File: config.mk
export PLATFORM = sky130hd
export DESIGN_NAME = vx_amo_sequencer
export DESIGN_NICKNAME = d
export VERILOG_FILES = /design/src/rtl/VX_gpu_pkg.sv /design/src/rtl/vx_amo_alu_core.sv /design/src/rtl/vx_amo_sequencer.sv
export SDC_FILE = /design/constraint.sdc
export NUM_CORES = 1
export LEC_CHECK = 0
export ABC_AREA = 1
export CORE_MARGIN = 8
export CORE_UTILIZATION = 40
export CTS_CLUSTER_DIAMETER = 50
export DETAILED_ROUTE_END_ITERATION = 16
export DONT_BUFFER_PORTS = 1
export PLACE_DENSITY = 0.63
export SKIP_LAST_GASP = 1
export SLEW_MARGIN = 40
export SYNTH_ARGS = -nofsm -noshare
export SYNTH_HDL_FRONTEND = slang
export SYNTH_SLANG_ARGS = --single-unit
export TNS_END_PERCENT = 20
File: constraint.sdc
create_clock -name clk -period 10.5 [get_ports clk]
set_input_delay 2.625 -clock clk [delete_from_list [all_inputs] [get_ports clk]]
set_output_delay 2.625 -clock clk [all_outputs]
set_load 0.01 [all_outputs]
File: src/rtl/VX_gpu_pkg.sv
// Shared AMO encodings, sequencer state type and build-width fallbacks
// for the per-warp AMO read-modify-write sequencer.
`ifndef NUM_THREADS
`define NUM_THREADS 4
`endif
`ifndef NW_BITS
`define NW_BITS 2
`endif
`ifndef NR_BITS
`define NR_BITS 5
`endif

package VX_gpu_pkg;

    localparam int VX_NUM_THREADS = `NUM_THREADS;
    localparam int VX_NW_BITS     = `NW_BITS;
    localparam int VX_NR_BITS     = `NR_BITS;

    localparam logic [3:0] AMO_ADD  = 4'd0;
    localparam logic [3:0] AMO_SWAP = 4'd1;
    localparam logic [3:0] AMO_XOR  = 4'd2;
    localparam logic [3:0] AMO_OR   = 4'd3;
    localparam logic [3:0] AMO_AND  = 4'd4;
    localparam logic [3:0] AMO_MIN  = 4'd5;
    localparam logic [3:0] AMO_MAX  = 4'd6;
    localparam logic [3:0] AMO_MINU = 4'd7;
    localparam logic [3:0] AMO_MAXU = 4'd8;

    typedef enum logic [2:0] {
        IDLE,
        SCAN,
        RD_REQ,
        RD_WAIT,
        WR_REQ,
        COMMIT
    } amo_state_e;

endpackage

File: src/rtl/vx_amo_alu_core.sv
// Combinational AMO ALU: combines the old memory word with rs2.
// Unknown opcodes pass the old word through unchanged.
module vx_amo_alu_core
    import VX_gpu_pkg::*;
(
    input  logic [3:0]  op_i,
    input  logic [31:0] old_i,
    input  logic [31:0] rs2_i,
    output logic [31:0] result_o
);

    logic lt_s;
    logic lt_u;

    assign lt_s = $signed(old_i) < $signed(rs2_i);
    assign lt_u = old_i < rs2_i;

    always_comb begin
        // NOTE: default assigned first so every path drives result_o and no latch is inferred.
        result_o = old_i;
        case (op_i)
            AMO_ADD:  result_o = old_i + rs2_i;
            AMO_SWAP: result_o = rs2_i;
            AMO_XOR:  result_o = old_i ^ rs2_i;
            AMO_OR:   result_o = old_i | rs2_i;
            AMO_AND:  result_o = old_i & rs2_i;
            AMO_MIN:  result_o = lt_s ? old_i : rs2_i;
            AMO_MAX:  result_o = lt_s ? rs2_i : old_i;
            AMO_MINU: result_o = lt_u ? old_i : rs2_i;
            AMO_MAXU: result_o = lt_u ? rs2_i : old_i;
            default:  ;
        endcase
    end

endmodule

File: src/rtl/vx_amo_sequencer.sv
// Per-warp AMO sequencer: walks active lanes serially doing load/ALU/store,
// then commits old values. VX_AMO_SKIP_SAME_WR_EN drops stores that would not change memory.
module vx_amo_sequencer
    import VX_gpu_pkg::*;
#(
    parameter int CORE_ID   = 0,
    parameter int NUM_LANES = `NUM_THREADS
) (
    input  logic                      clk,
    input  logic                      reset,

    input  logic                      req_valid,
    output logic                      req_ready,
    input  logic [3:0]                req_op,
    input  logic [`NW_BITS-1:0]       req_wid,
    input  logic [31:0]               req_PC,
    input  logic [`NR_BITS-1:0]       req_rd,
    input  logic                      req_wb,
    input  logic [NUM_LANES-1:0]      req_tmask,
    input  logic [NUM_LANES*32-1:0]   req_addr,
    input  logic [NUM_LANES*32-1:0]   req_data,

    output logic                      mem_req_valid,
    output logic                      mem_req_rw,
    output logic [31:0]               mem_req_addr,
    output logic [31:0]               mem_req_data,
    input  logic                      mem_req_ready,
    input  logic                      mem_rsp_valid,
    input  logic [31:0]               mem_rsp_data,
    output logic                      mem_rsp_ready,

    output logic                      commit_valid,
    input  logic                      commit_ready,
    output logic [`NW_BITS-1:0]       commit_wid,
    output logic [31:0]               commit_PC,
    output logic [`NR_BITS-1:0]       commit_rd,
    output logic                      commit_wb,
    output logic [NUM_LANES-1:0]      commit_tmask,
    output logic [NUM_LANES*32-1:0]   commit_data
);

    localparam int LANE_W = (NUM_LANES > 1) ? $clog2(NUM_LANES) : 1;

    amo_state_e               state_q, state_d;
    logic [NUM_LANES-1:0]     mask_q, mask_d;
    logic [LANE_W-1:0]        lane_q, lane_d;
    logic [LANE_W-1:0]        scan_lane;
    logic [3:0]               op_q;
    logic [`NW_BITS-1:0]      wid_q;
    logic [31:0]              pc_q;
    logic [`NR_BITS-1:0]      rd_q;
    logic                     wb_q;
    logic [NUM_LANES-1:0]     tmask_q;
    logic [31:0]              result_q;
    logic [31:0]              old_q  [NUM_LANES];
    logic [31:0]              addr_q [NUM_LANES];
    logic [31:0]              rs2_q  [NUM_LANES];
    logic [31:0]              alu_result;
    logic                     req_fire;
    logic                     rsp_hit;
    logic                     skip_store;
    logic [31:0]              dbg_core_id_unused;

    assign dbg_core_id_unused = CORE_ID;

    assign req_fire = req_valid && req_ready;
    assign rsp_hit  = (state_q == RD_WAIT) && mem_rsp_valid;

    // Priority encoder: the lowest remaining lane wins.
    always_comb begin
        scan_lane = '0;
        for (int i = NUM_LANES - 1; i >= 0; i--) begin
            if (mask_q[i]) scan_lane = LANE_W'(i);
        end
    end

    vx_amo_alu_core u_alu (
        .op_i     (op_q),
        .old_i    (mem_rsp_data),
        .rs2_i    (rs2_q[lane_q]),
        .result_o (alu_result)
    );

`ifdef VX_AMO_SKIP_SAME_WR_EN
    assign skip_store = (alu_result == mem_rsp_data);
`else
    assign skip_store = 1'b0;
`endif

    always_comb begin
        state_d = state_q;
        mask_d  = mask_q;
        lane_d  = lane_q;
        case (state_q)
            IDLE: begin
                if (req_valid) begin
                    state_d = SCAN;
                    mask_d  = req_tmask;
                end
            end
            SCAN: begin
                if (mask_q == '0) begin
                    state_d = COMMIT;
                end else begin
                    lane_d  = scan_lane;
                    state_d = RD_REQ;
                end
            end
            RD_REQ: begin
                if (mem_req_ready) state_d = RD_WAIT;
            end
            RD_WAIT: begin
                if (mem_rsp_valid) begin
                    if (skip_store) begin
                        mask_d[lane_q] = 1'b0;
                        state_d        = SCAN;
                    end else begin
                        state_d = WR_REQ;
                    end
                end
            end
            WR_REQ: begin
                if (mem_req_ready) begin
                    mask_d[lane_q] = 1'b0;
                    state_d        = SCAN;
                end
            end
            COMMIT: begin
                if (commit_ready) state_d = IDLE;
            end
            default: state_d = IDLE;
        endcase
    end

    // NOTE: non-blocking assignments so every register samples pre-edge values.
    always_ff @(posedge clk or posedge reset) begin
        if (reset) begin
            state_q  <= IDLE;
            mask_q   <= '0;
            lane_q   <= '0;
            op_q     <= '0;
            wid_q    <= '0;
            pc_q     <= '0;
            rd_q     <= '0;
            wb_q     <= 1'b0;
            tmask_q  <= '0;
            result_q <= '0;
            for (int i = 0; i < NUM_LANES; i++) old_q[i] <= '0;
        end else begin
            state_q <= state_d;
            mask_q  <= mask_d;
            lane_q  <= lane_d;
            if (req_fire) begin
                op_q    <= req_op;
                wid_q   <= req_wid;
                pc_q    <= req_PC;
                rd_q    <= req_rd;
                wb_q    <= req_wb;
                tmask_q <= req_tmask;
                for (int i = 0; i < NUM_LANES; i++) old_q[i] <= '0;
            end
            if (rsp_hit) begin
                old_q[lane_q] <= mem_rsp_data;
                result_q      <= alu_result;
            end
        end
    end

    // NOTE: operand payload is only read after a request latches it, so it needs no reset.
    always_ff @(posedge clk) begin
        if (req_fire) begin
            for (int i = 0; i < NUM_LANES; i++) begin
                addr_q[i] <= req_addr[i*32 +: 32];
                rs2_q[i]  <= req_data[i*32 +: 32];
            end
        end
    end

    assign req_ready     = (state_q == IDLE) && !reset;
    assign mem_req_valid = (state_q == RD_REQ) || (state_q == WR_REQ);
    assign mem_req_rw    = (state_q == WR_REQ);
    assign mem_req_addr  = mem_req_valid ? addr_q[lane_q] : '0;
    assign mem_req_data  = (state_q == WR_REQ) ? result_q : '0;
    assign mem_rsp_ready = 1'b1;

    assign commit_valid = (state_q == COMMIT);
    assign commit_wid   = wid_q;
    assign commit_PC    = pc_q;
    assign commit_rd    = rd_q;
    assign commit_wb    = wb_q;
    assign commit_tmask = tmask_q;

    always_comb begin
        commit_data = '0;
        for (int i = 0; i < NUM_LANES; i++) commit_data[i*32 +: 32] = old_q[i];
    end

endmodule

==> run metrics, run 1 <==
status completed; largest family of logic cells by synthesized area simple AND/OR/NAND/NOR gates; Main synth FF type edfxtp_1; detailed placer's ending HPWL just over 60000 microns; CTS Buf Count 58; post-synthesis register bit count 473; Synth area leaders edfxtp_1 (32%), dfrtp_1 (23%), nand2_1 (9.2%); Final Hold Fails 0; Synthesized Nets between 3000 and 4000; WP data arrival 6.26 ns; die span in x 259.2 microns; Startpoint Class flip-flop; most frequent cell after synthesis nand2_1; syn avg cell area 9.231 sq um; WHS approximately 0.48 ns; worst-skew pair later-pin latency 0.63 ns; LEAKAGE between 10 and 15 nW; Clock transition at path regs roughly 0.060 ns; Peak VDD IR 167.7 uV; share of post-route cells with drive strength above 1 approximately 6.5%; Clock Skews around 0.038 ns; P&R area growth vs syn 11.67%; leading area contributor after synthesis edfxtp_1; Synth warnings 0; postcts setup bufs 0; Initial DRC Count 1727; most frequent cells after synthesis nand2_1 (581), nand3_1 (279), edfxtp_1 (256), inv_1 (238), o21ai_0 (232); CTS tree built; Tot Pwr 8.631 mW; number of global-route vias before repair 18660; IO Port Bufs 0; synthesized area 23670 sq um; Simple-Gate Fraction of Synth Area 19.64%; initial antenna violation count 10; Mapped Cells 2564; Routed WL 82920 microns; DRT antenna net count 0; share of the synthesized area in the top cell type 32.48%; drt first pass iters 8; Max-Cap Viols 0; total die area 67210 sq um; Final nets a little under 3000; drt via density 5.710; Vias 19120; FP Rows 89; Num Clock Sinks 473; worst path required time between 10 and 15 ns; Final min period 5.784 ns; wire per inst 24.76 microns; Hold Crit Class flip-flop to flip-flop; period utilization 55.09%; GRT overflow 0; Crit Path Class flip-flop to flip-flop; core area 58800 sq um; first-pass GRT wire length 121200 microns; setup violators final 0; Max Clk Rate roughly 0.17 GHz; post-synthesis mux area share 0%; number of distinct library cells after synthesis 54; Clk Tree Root Cell clkbuf_16; Synth Area in Adders 5.160%; relative slew slack 43.03%; crit end category flip-flop; total track usage 23.39%; worst slew pin tran 0.8546 ns; CTS Hold Bufs 0; Cell Pwr Density ~330 nW/um^2; Synth Area in Compound Gates between 10 and 15%; EDFF count, synth 256; RSZ-0062 raised after global routing false; clock buffer depth 3; Starting Density 40.25%; Die Y 259.2 microns; sequential area share after synthesis 55.42%; Synth Area in XOR/XNOR 0%; fin. max-slew vios 0; utilization after layout approximately 45%; asr flop ratio synth 45.88%; TNS Setup 0 ns; DRC 0; post-CTS sizing 0; gpl congestion ~0.95; Crit Path Max Fanout 43; IO Count around 580; largest net degree at the start of global routing 121; htree depth 2
-- critical path, stage by stage (launching register included) --
cell and delay, ns:
dfrtp_1 0.48, nand2_1 0.25, inv_2 0.46, buf_4 0.55, a22oi_1 0.21, nand2_1 0.37, inv_1 0.13, ha_1 0.44
inv_1 0.11, a21o_1 0.16, nor2_1 0.10, nand2_1 0.12, a21oi_4 0.29, nand2_4 0.17, nand2_2 0.27, nand2_2 0.52
nand2_1 0.19, nand2_1 0.31, nand2_1 0.14, nand2_1 0.05, o21bai_1 0.13, nand2_1 0.07
-- state kept, by name (all words and copies together) (netlist names) --
signal / count
addr_q: 128
commit_data: 128
rs2_q: 128
commit_PC: 32
result_q: 32
commit_rd: 5
commit_tmask: 4
mask_q: 4
op_q: 4
state_q: 3
commit_wid: 2
lane_q: 2
commit_wb: 1
-- cells by family (layout without fill, tap and decap cells) --
group           Yosys count  after routing
buf+inv                 368            379
simple gates           1086           1086
other cells               1              2
flops                   473            473
fa+ha+maj                97             97
compound gates          539            539
-- final timing paths --
check	endpoint	cells past startpoint	slack [ns]	from
setup / recovery	result_q[13]	21	4.72	lane_q[0]
hold / removal	result_q[20]	2	0.48	result_q[20]
setup reg to reg	result_q[13]	21	4.72	lane_q[0]
hold reg to reg	result_q[20]	2	0.48	result_q[20]
max in group asynchronous	commit_data[59]	2	7.29	reset
min in group asynchronous	state_q[0]	1	1.95	reset
-- where the power goes --
group          internal, mW  switching, mW
sequential             2.41          0.437
clock                  1.14          0.826
combinational          1.09           2.72
-- layout make-up --
cell class                 count  area (sq um)
inverter                     240         918.4
multi-input combinational   1723          9183
clock buffer                  68          1529
antenna                        1         2.502
clock inverter                40         429.2
fill                        5543         32370
timing repair buffer          31         282.8
sequential                   473         13120
tap                          773         967.2
-- per-layer routing --
layer | share of wire (%) | GRT usage [%]
met5 | 0.10 | 0
met3 | 9.7 | 7.512
met2 | 49 | 39.71
met4 | 2.5 | 6.028
met1 | 39 | 28.59
-- metrics by stage --
stage	std cells	cell area, sq um	setup WS (ns)
2_1_floorplan	2564	23670	1.939
3_3_place_gp	3237	24370	4.639
3_5_place_dp	3239	24440	4.510
4_1_cts	3347	26400	4.721
5_1_grt	3348	26430	4.297
6_report	3349	26430	4.716
-- placed cells by master, fill, tap and decap left out, drive strengths merged, types with 96 or more instances in the layout --
cell type and count:
nand2 592, ha 96, a22oi 98, nand3 282, o21ai 233, inv 249
a21oi 120, nor2 150, edfxtp 256, dfrtp 217
(Power assumes the default switching activity.)
==> run 2: changes to the inputs <==
PLACE_DENSITY = 0.65   (was 0.63)
clock period = 5.03 ns   (was 10.5 ns; I/O delays follow)
==> run metrics, run 2 (synthesis results as in run 1) <==
Tot Pwr 18.39 mW (+110%); Cell Pwr Density 685.4 nW/um^2 (+110%); Peak VDD IR 397.7 uV (+140%); LEAKAGE 11.73 nW (+1.9%); RSZ-0062 raised after global routing false; Routed WL 85050 microns (+2.6%); setup violators final 0 (unchanged); Crit path max-delay family simple AND/OR/NAND/NOR gates; TNS Setup 0 ns (unchanged); share of post-route cells with drive strength above 1 8.009% (+1.5 points); number of global-route vias before repair 18740 (+0.42%); clock buffer depth 3 (unchanged); FF/Latch Area 13120 sq um (unchanged); htree depth 2 (unchanged); Hold Crit Class flip-flop to flip-flop; Vias 19330 (+1.1%); Crit-path slowest cell nor2_4; CTS tree built; WP data arrival 5.00 ns (-1.26 ns); CTS Hold Bufs 0 (unchanged); Worst Setup EP result_q[9]; r2r startpoint lane_q[0]; relative slew slack 44.47% (+1.4 points); Place WS 0.3774 ns (-4.132 ns); worst path required time 5.54 ns (-5.44 ns); IO Port Bufs 0 (unchanged); crit end category flip-flop; fin. max-slew vios 0 (unchanged); drt via density 5.689 (-0.38%); commonest cells after routing, fill and taps aside nand2_1 (576), nand3_1 (279), edfxtp_1 (256); Clock Skews 0.02375 ns (-0.01451 ns); die span in x 259.2 microns (unchanged); wire per inst 25.03 microns (+1.1%); postcts setup bufs 0 (unchanged); Crit Path Max Fanout 18 (-58%); Initial DRC Count 1742 (+0.87%); CP Launch Point lane_q[0]; Placed Area 24770 sq um (+1.3%); period utilization 89.33% (+34 points); Crit. path cell count 21 (unchanged); GRT overflow 0 (unchanged); crit-path cells nor2_4, buf_4, a22oi_1, nand2_1, inv_1, ha_1, inv_1, a21o_1, nor2_1, nand2_1, a21oi_4, nand2_4, nand2_2, nand2_4, buf_4, nand2_2, nand2_2, nand2_1, nand2_1, o21bai_1, nand2_1; FP Rows 89 (unchanged); Final min period 4.493 ns (-1.291 ns); initial antenna violation count 13 (+3); IO Count 583 (unchanged); largest net degree at the start of global routing 177 (+46%); DRT antenna net count 0 (unchanged); Num Clock Sinks 473 (unchanged); commonest non-fill, non-tap cell in the layout nand2_1; Die Y 259.2 microns (unchanged); gpl congestion 0.9516 (-0.19%); setup ws final 0.5367 ns (-4.179 ns); Clk Tree Root Cell clkbuf_16; fill cell count 5576 (+0.60%); DRC 0 (unchanged); CP peak stage delay 0.49 ns (-0.06 ns); status completed; Final Hold Fails 0 (unchanged); Startpoint Class flip-flop; total track usage 24.12% (+0.74 points); first-pass GRT wire length 123400 microns (+1.8%); Clock transition at path regs 0.06 ns (about the same); Starting Density 40.25% (unchanged); Final nets 3010 (+1.5%); Max-Cap Viols 0 (unchanged); reg2reg end result_q[9]; detailed placer's ending HPWL 64960 microns (+5.3%); Max Clk Rate 0.2226 GHz (+29%); design area 26820 sq um (+1.5%); Crit Path Class flip-flop to flip-flop; total die area 67210 sq um (unchanged); P&R area growth vs syn 13.34%; R2R cell count 21 (unchanged); flop2flop setup slack 0.54 ns (-4.18 ns); core area 58800 sq um (unchanged); most frequent CP cell nand2_1; Worst Path Buf+Inv 4 (unchanged); footprint of the multi-input gates 9158 sq um (-0.27%); worst-skew pair later-pin latency 0.63 ns (about the same); CTS Buf Count 61 (+5.2%); post-CTS sizing 0 (unchanged); worst slew pin tran 0.8330 ns (-0.02163 ns); drt first pass iters 6 (-2)
## run 2: metrics by stage
stage	hold WS [ns]	util, %	cells
4_1_cts	0.4843	45.59	3394
2_1_floorplan	0.4488	-	2564
6_report	0.4801	45.62	3398
3_5_place_dp	0.4676	42.13	3280
5_1_grt	0.5084	45.62	3397
3_3_place_gp	0.4698	42.08	3279
## run 2: worst min-delay path by stage
| stage | cells after the start | to | slack (ns) | startpoint |
|---|---|---|---|---|
| floorplan | 2 | result_q[17] | 0.45 | result_q[17] |
| global placement | 2 | result_q[30] | 0.47 | result_q[30] |
| detailed placement | 2 | result_q[12] | 0.47 | result_q[12] |
| CTS | 2 | result_q[12] | 0.48 | result_q[12] |
| global route | 2 | result_q[12] | 0.51 | result_q[12] |
| finish | 2 | result_q[18] | 0.48 | result_q[18] |
## run 2: final cells by class
cell class | count | area share, %
flip-flops and latches | 473 | 48.90
multi-input cells | 1723 | 34.14
clock buffers | 78 | 6.082
well taps | 773 | 3.606
inverters | 240 | 3.400
repair buffers | 72 | 2.332
clock inverters | 36 | 1.511
diodes | 3 | 0.02799
## run 2: per-layer routing
layer	part of all wire, %	wire length (microns)	global-route usage [%]
met5	0.063	54	0
met4	3.0	2558	7.566
met3	11	9403	7.765
met2	48	40770	40.39
met1	38	32260	29.43
## run 2: tightest hold or removal path: stages, from the launching register on
cell and delay (ns):
dfrtp_1 0.34, nand2_1 0.05, nand2_1 0.05
## run 2: power by group
| part | leakage [nW] | internal (mW) | switching, mW | total (mW) |
|---|---|---|---|---|
| Sequential | 5.21 | 5.04 | 0.880 | 5.92 |
| Clock | 0.995 | 2.52 | 1.78 | 4.30 |
| Combinational | 5.53 | 2.54 | 5.63 | 8.17 |
==> run 3: changes to the inputs <==
HOLD_SLACK_MARGIN = 0.1   (was unset)
SLEW_MARGIN = unset   (was 40)
==> run metrics, run 3 (synthesis results as in run 1) <==
postcts setup bufs 0 (unchanged); worst slew pin tran 1.213 ns (+0.3803 ns); RSZ-0062 raised after global routing false; relative slew slack 19.11% (-25 points); setup ws final 0.3504 ns (-0.1863 ns); DRC 0 (unchanged); WP data arrival 5.19 ns (+0.19 ns); commonest non-fill, non-tap cell in the layout nand2_1; gpl congestion 0.9516 (unchanged); Peak VDD IR 402.7 uV (+1.3%); htree depth 3 (+1); LEAKAGE 11.76 nW (+0.32%); DRT antenna net count 0 (unchanged); CTS tree built; Final nets 3013 (+0.10%); FP Rows 89 (unchanged); clock power share 24.5% (+1.1 points); first-pass GRT wire length 123500 microns (about the same); drt first pass iters 5 (-1); Crit Path Class flip-flop to flip-flop; clock buffer depth 3 (unchanged); IO Count 583 (unchanged); Int Power 10.27 mW (+1.8%); post-CTS sizing 0 (unchanged); TNS Setup 0 ns (unchanged); status completed; Final min period 4.680 ns (+0.1863 ns); wire per inst 25.02 microns (about the same); r2r startpoint lane_q[1]; WHS 0.4788 ns (-0.001307 ns); Hold EP result_q[5]; GRT overflow 0 (unchanged); crit end category flip-flop; switch share 44.90% (-0.19 points); Hold Crit Class flip-flop to flip-flop; total track usage 24.19% (+0.069 points); Die Y 259.2 microns (unchanged); part of the power in combinational logic 43.7% (-0.7 points); Startpoint Class flip-flop; Place WS 0.4350 ns (+0.05763 ns); Max Clk Rate 0.2137 GHz (-4.0%); IO Port Bufs 0 (unchanged); total die area 67210 sq um (unchanged); Hold Crit Depth 2 (unchanged); worst-skew pair later-pin latency 0.60 ns (-0.03 ns); sequential share of power 31.8% (-0.4 points); initial antenna violation count 15 (+2); fin. max-slew vios 0 (unchanged); fill cell count 5549 (-0.48%); reg2reg end result_q[9]; Clock Skews 0.02842 ns (+0.004675 ns); P&R area growth vs syn 13.92%; Vias 19340 (+0.036%); Clk Tree Root Cell clkbuf_16; Max-Cap Viols 0 (unchanged); R2R cell count 23 (+9.5%); share of post-route cells with drive strength above 1 8.152% (+0.14 points); setup violators final 0 (unchanged); Final Hold Fails 0 (unchanged); Clock transition at path regs 0.06 ns (about the same); number of global-route vias before repair 18880 (+0.73%); Num Clock Sinks 473 (unchanged); Net Sw Power 8.372 mW (+0.98%); period utilization 93.03% (+3.7 points); Routed WL 85160 microns (+0.13%); Hold Startpoint result_q[5]; largest net degree at the start of global routing 177 (unchanged); Initial DRC Count 1666 (-4.4%); Starting Density 40.25% (unchanged); die span in x 259.2 microns (unchanged); commonest cells after routing, fill and taps aside nand2_1 (576), nand3_1 (279), edfxtp_1 (256); CTS Buf Count 66 (+8.2%); flop2flop setup slack 0.35 ns (-0.19 ns); worst path required time 5.54 ns (about the same); CTS Hold Bufs 0 (unchanged); Crit Path Max Fanout 30 (+12); detailed placer's ending HPWL 64750 microns (-0.32%); utilization after layout 45.86% (+0.24 points); core area 58800 sq um (unchanged); drt via density 5.681 (-0.14%); Cell Pwr Density 691.5 nW/um^2 (+0.89%)
run 3: cell count changes in the layout (fill, tap and decap cells not counted), moves of 3 or more:
cell and change:
diode_2 +3, clkbuf_1 -4, clkinv_8 +5, clkinv_2 -3
inv_8 -3, clkbuf_16 +5
run 3: layout make-up:
class,instances,area (sq um),share of cell area (%)
antenna,6,15.01,0.05568
clock buffer,81,1769,6.561
clock inverter,38,440.4,1.633
inverter,240,912.1,3.383
multi-input combinational,1723,9141,33.90
sequential,473,13120,48.65
tap,773,967.2,3.587
timing repair buffer,70,600.6,2.227
run 3: stage by stage:
step / cell area (sq um) / cells / total power [mW]
global route: 26960 / 3403 / 19.85
CTS: 26950 / 3398 / 18.67
floorplan: 23680 / 2564 / 11.22
detailed placement: 24740 / 3279 / 14.02
finish: 26960 / 3404 / 18.65
global placement: 24740 / 3279 / 13.90
run 3: metal layers:
metal / GRT usage [%] / up-vias / part of all wire [%]
li1: - / 8865 / -
met1: 29.63 / 9386 / 39
met2: 39.93 / 922 / 48
met3: 7.745 / 158 / 10
met4: 8.591 / 6 / 2.8
met5: 0 / - / 0.055
run 3: critical path, cell delays in order, from the launching register on:
cell      delay, ns
dfrtp_1        0.41
inv_1          0.12
nand2_1        0.12
inv_2          0.15
buf_12         0.21
nand2_1        0.07
nand2_1        0.08
a221oi_1       0.75
ha_1           0.45
or2_1          0.27
nor3_1         0.20
nand3_1        0.18
nor2_2         0.16
nand2_4        0.11
nand2_4        0.17
nand2_2        0.16
nand2_4        0.20
buf_4          0.16
nand2_2        0.05
nand2_2        0.23
nand2_1        0.08
nand2_1        0.07
o21bai_1       0.06
nand2_1        0.08
run 3: how the worst max path moves through the flow:
stage,start,endpoint,slack [ns],cells past startpoint
floorplan,reset,addr_q[0][0],0.93,4
global placement,lane_q[1],result_q[3],0.46,23
detailed placement,lane_q[1],result_q[9],0.43,23
CTS,lane_q[1],result_q[9],0.40,23
global route,lane_q[1],result_q[9],0.05,23
finish,lane_q[1],result_q[9],0.35,23
run 3: power by group through the flow:
stage	Clock (mW)	Combinational, mW	Sequential (mW)
2_1_floorplan	0	5.48	5.73
3_3_place_gp	0	7.91	5.98
5_1_grt	4.83	8.99	6.03
6_report	4.57	8.15	5.93
4_1_cts	4.68	8.04	5.95
3_5_place_dp	0	8.00	6.02
